## src/rtl/skid_pipe.sv

```systemverilog
// Ready-path register slice: a chain of two-entry skid stages that registers
// the upstream ready while keeping full throughput; PIPE_EN=0 is a wire-through.
module skid_pipe #(
  parameter int DATA_WIDTH = 8,
  parameter bit PIPE_EN    = 1'b1,
  parameter int STAGES     = 1,
  parameter int CNT_W      = $clog2(2*STAGES+1)
) (
  input  logic                  clk,
  input  logic                  rstn,
  input  logic [DATA_WIDTH-1:0] tdata_i,
  input  logic                  tvalid_i,
  output logic                  tready_i,
  output logic [DATA_WIDTH-1:0] tdata_o,
  output logic                  tvalid_o,
  input  logic                  tready_o,
  output logic [CNT_W-1:0]      occ
);

  if (PIPE_EN) begin : g_pipe
    logic [STAGES-1:0]     w_ov;
    logic [STAGES-1:0]     w_rq;
    logic [STAGES-1:0]     w_ov_n;
    logic [STAGES-1:0]     w_sv_n;
    logic [DATA_WIDTH-1:0] w_od [STAGES];
    logic [CNT_W-1:0]      w_occ_n;
    logic [CNT_W-1:0]      r_occ;

    for (genvar gi = 0; gi < STAGES; gi++) begin : g_stage
      logic                  r_ov;
      logic                  r_sv;
      logic                  r_rq;
      logic [DATA_WIDTH-1:0] r_od;
      logic [DATA_WIDTH-1:0] r_sd;
      logic                  w_in_valid;
      logic [DATA_WIDTH-1:0] w_in_data;
      logic                  w_out_ready;
      logic                  w_acc;
      logic                  w_drn;
      logic                  w_ov_nx;
      logic                  w_sv_nx;

      if (gi == 0) begin : g_head
        assign w_in_valid = tvalid_i;
        assign w_in_data  = tdata_i;
      end else begin : g_link
        assign w_in_valid = w_ov[gi-1];
        assign w_in_data  = w_od[gi-1];
      end

      // The downstream "ready" of a stage is the registered ready of the next one.
      if (gi == STAGES-1) begin : g_tail
        assign w_out_ready = tready_o;
      end else begin : g_mid
        assign w_out_ready = w_rq[gi+1];
      end

      assign w_acc = w_in_valid & r_rq;
      assign w_drn = r_ov & w_out_ready;

      always_comb begin
        w_ov_nx = r_ov;
        w_sv_nx = r_sv;
        if (!r_ov || w_drn) begin
          if (r_sv) begin
            w_ov_nx = 1'b1;
            w_sv_nx = 1'b0;
          end else begin
            w_ov_nx = w_acc;
          end
        end else if (w_acc) begin
          w_sv_nx = 1'b1;
        end
      end

      always_ff @(posedge clk or negedge rstn) begin
        if (!rstn) begin
          r_ov <= 1'b0;
          r_sv <= 1'b0;
          r_rq <= 1'b0;
          r_od <= '0;
          r_sd <= '0;
        end else begin
          r_ov <= w_ov_nx;
          r_sv <= w_sv_nx;
          r_rq <= ~w_sv_nx;
          if (!r_ov || w_drn) begin
            if (r_sv) begin
              r_od <= r_sd;
            end else if (w_acc) begin
              r_od <= w_in_data;
            end
          end else if (w_acc) begin
            r_sd <= w_in_data;
          end
        end
      end

      assign w_ov[gi]   = r_ov;
      assign w_rq[gi]   = r_rq;
      assign w_od[gi]   = r_od;
      assign w_ov_n[gi] = w_ov_nx;
      assign w_sv_n[gi] = w_sv_nx;
    end

    // Occupancy is built from next-state bits so it stays aligned with the flops.
    always_comb begin
      w_occ_n = '0;
      for (int i = 0; i < STAGES; i++) begin
        w_occ_n = w_occ_n + CNT_W'(w_ov_n[i]) + CNT_W'(w_sv_n[i]);
      end
    end

    always_ff @(posedge clk or negedge rstn) begin
      if (!rstn) begin
        r_occ <= '0;
      end else begin
        r_occ <= w_occ_n;
      end
    end

    assign tready_i = w_rq[0];
    assign tvalid_o = w_ov[STAGES-1];
    assign tdata_o  = w_od[STAGES-1];
    assign occ      = r_occ;
  end else begin : g_bypass
    logic w_unused;
    assign w_unused = &{1'b0, clk, rstn};
    assign tready_i = tready_o;
    assign tvalid_o = tvalid_i;
    assign tdata_o  = tdata_i;
    assign occ      = '0;
  end

endmodule

```

## config.mk

```make
export PLATFORM = sky130hd
export DESIGN_NAME = skid_pipe
export DESIGN_NICKNAME = d
export VERILOG_FILES = /design/src/rtl/skid_pipe.sv
export SDC_FILE = /design/constraint.sdc
export NUM_CORES = 1
export LEC_CHECK = 0
export CORE_MARGIN = 4
export CORE_UTILIZATION = 42
export CTS_CLUSTER_DIAMETER = 60
export DETAILED_ROUTE_END_ITERATION = 8
export MAX_ROUTING_LAYER = met4
export PLACE_DENSITY_LB_ADDON = 0.1
export RECOVER_POWER = 100
export SETUP_SLACK_MARGIN = 0.2
export SKIP_LAST_GASP = 1
export SYNTH_ARGS = -nofsm -noshare
export SYNTH_HDL_FRONTEND = slang
export SYNTH_SLANG_ARGS = --single-unit
```

## constraint.sdc

```tcl
create_clock -name clk -period 1.2 [get_ports clk]
set_input_delay 0.18 -clock clk [delete_from_list [all_inputs] [get_ports clk]]
set_output_delay 0.18 -clock clk [all_outputs]
set_load 0.01 [all_outputs]
```

==> metrics <==
placed cell count=between 100 and 150; GRT Util Overall=0.141; power per cell area=1600 nW/um2; Synth Cell Area=933 um2; Die W=55.1 um; Static Leakage=0.558 nW; Reg2Reg Setup Slack=-0.06 ns; DRT iter0 DRCs=0; cell row count=16; most numerous cell in the Yosys netlist=dfrtp_1; uppermost layer routed=met4; initial core utilization=0.457; Fmax=0.793 GHz; syn_nets=between 60 and 70; Max-slew headroom=0.658; hpwl dp=1170 um; Crit. End Element=flip-flop; total I/O pin count=24; clk_skew=0.00835 ns; DR WL met2=846 um; die area=3040 um2; area added between synthesis and finish=34.2%; Crit Reg-Reg Startpoint=tready_i$_DFF_PN0_; register area share after synthesis=0.563; setup ws final=-0.0604 ns; Final Util=0.613; GPL Wtd Cong=approximately 0.69; number of port buffers=23; initial antenna violation count=0; worst hold path type=input pin to async pin; YS warnings=0; CTS H-Tree Depth=1; leading post-synthesis cells by cell area=dfrtp_1 (56%), mux2_2 (19%), mux2_4 (13%), nor2_8 (2.1%), nand3_4 (1.9%); R2R depth=4; critical path data arrival time=1.45 ns; startpoint types=flip-flop; Mapped Avg Cell Area=16.7 um2; first drt pass iteration count=1; violated checks=negative setup slack; maximum vdd drop=0.000988 V; FF+latch count, synth=21; largest net degree at the start of global routing=22; layout cell share with drive strength beyond 1=0.505; Post-synth top cells=dfrtp_1 (21), mux2_2 (16), mux2_4 (8); antenna-violating nets left=0; total global routing overflow=0; Clock Pin Slew Worst Setup and Hold Paths=0.12 ns; CTS max path bufs=2; Antenna diodes=0; Layout Cells excl Fill=120; worst-path maximum fanout=8; vias in the first global route=606; crit share post-route=1.05; Synth Instances=56; fin crit period=1.26 ns; TritonCTS Sinks=21; worst hold slack=0.355 ns; WP data required=1.39 ns; MaxCap Viol Count=0; fin. max-slew vios=0; Detailed Route WL=between 1500 and 2000 um; Net count, final=106; Fin. Hold Viols=0; first-pass GRT wire length=2810 um; core area=2040 um2; Die Y=55.1 um; TritonCTS clock tree=done; RSZ-0062 raised after global routing=true; share of the synthesized area in the top cell type=0.563; Yosys cell types=13; kind of critical path=flip-flop to flip-flop; Vias/cell=around 4.8; root buffer cell=clkbuf_4; Residual DRC=0; Post-synth EDFFs=0; WL met1=about 810 um; vias=between 500 and 600; cts bufs inserted=3; top_reg_cell synth=dfrtp_1; DR WL met3=67 um; # hold bufs at CTS=0; final setup fails=16; FILL cells=between 150 and 200; Async SR Flop Fraction=1.00; Clk Latency, worst-skew pair=approximately 0.3 ns; drt wl/cell=about 15 um; Synth area leader=dfrtp_1; outcome=complete, but fails checks; r2r endpoint=tdata_o[2]$_DFFE_PN0P_; worst-margin pin slew=approximately 0.5 ns
cell families (layout without fill, tap and decap cells):
kind of cell    count (synthesis)  after routing  synth area share
simple gates                    8              8            0.0818
buf+inv                         2             39            0.0161
flops                          21             21             0.563
mux                            24             24             0.322
compound gates                  1              1            0.0174
worst max-delay path, stage by stage, from the launching register on:
cell	delay [ns]
dfrtp_2	0.43
buf_6	0.13
a21oi_4	0.20
nor2_8	0.09
mux2_4	0.30
cell usage in the layout (no fill, tap or decap):
master | synthesis | layout
nor2_1 | 2 | 1
clkdlybuf4s50_1 | 0 | 10
clkbuf_4 | 0 | 4
buf_6 | 1 | 5
nor2_8 | 1 | 1
nand3_4 | 1 | 1
or2b_1 | 1 | 1
dfrtp_1 | 21 | 20
dlygate4sd3_1 | 0 | 1
clkbuf_2 | 0 | 1
mux2_2 | 16 | 15
nor2b_1 | 1 | 1
clkbuf_1 | 0 | 10
inv_1 | 1 | 1
mux2_4 | 8 | 9
a21oi_4 | 1 | 1
clkinv_2 | 0 | 1
buf_4 | 0 | 6
nor2b_4 | 1 | 1
nor2_2 | 0 | 1
nand2_1 | 1 | 1
dfrtp_2 | 0 | 1
how the worst max path moves through the flow:
| stage | startpoint | endpoint | slack [ns] | cells past startpoint |
|---|---|---|---|---|
| 2_1_floorplan | flip-flop | tdata_o[0]$_DFFE_PN0P_ | 0.02 | 3 |
| 3_3_place_gp | tvalid_i | tdata_o[7]$_DFFE_PN0P_ | -0.31 | 4 |
| 3_5_place_dp | tvalid_i | tdata_o[2]$_DFFE_PN0P_ | -0.33 | 4 |
| 5_1_grt | tready_i$_DFF_PN0_ | tdata_o[2]$_DFFE_PN0P_ | -0.11 | 4 |
| 4_1_cts | flip-flop | tvalid_o | -0.06 | 2 |
| 6_report | tready_i$_DFF_PN0_ | tdata_o[2]$_DFFE_PN0P_ | -0.06 | 4 |
report_power, final:
part | switching [mW] | total (mW) | internal (mW)
registers | 0.0978 | 0.991 | 0.893
clock network | 0.209 | 0.333 | 0.124
logic | 0.265 | 0.683 | 0.418
total | 0.572 | 2.01 | 1.44
timing repair:
action	in CTS	in global routing
resized for setup	50	6
setup buffers	4	2
setup endpoints to repair	33	33
pin swaps	0	1
metrics by stage:
stage / cell area [um2] / TNS, ns / power (mW) / setup slack (ns)
2_1_floorplan: 935 / 0 / 1.38 / 0.0154
3_3_place_gp: 1220 / -5.28 / 1.72 / -0.307
3_5_place_dp: 1220 / -5.64 / 1.73 / -0.333
4_1_cts: 1240 / -0.644 / 2.02 / -0.0632
5_1_grt: 1250 / -1.40 / 2.14 / -0.112
6_report: 1250 / -0.542 / 2.01 / -0.0604
registers in the layout, summed over array words and instances (netlist names), named ones only:
register             cells
g_pipe.g_stage.r_sd      8
tdata_o                  8
occ                      2
g_pipe.g_stage.r_sv      1
tready_i                 1
metal layers:
layer / vias to the layer above / global-route usage
li1: 269 / -
met4: 0 / 0.0931
met1: 288 / 0.183
met5: - / -
met2: 12 / 0.199
met3: 4 / 0.0268
cell type report:
class | instances | area (um2) | area share
sequential | 21 | 527 | 0.421
multi-input combinational | 33 | 399 | 0.319
timing repair buffer | 34 | 262 | 0.209
tap | 27 | 33.8 | 0.0270
clock buffer | 3 | 22.5 | 0.0180
clock inverter | 1 | 5.00 | 0.00400
inverter | 1 | 3.75 | 0.00300
Power figures use the tool's default switching activity.
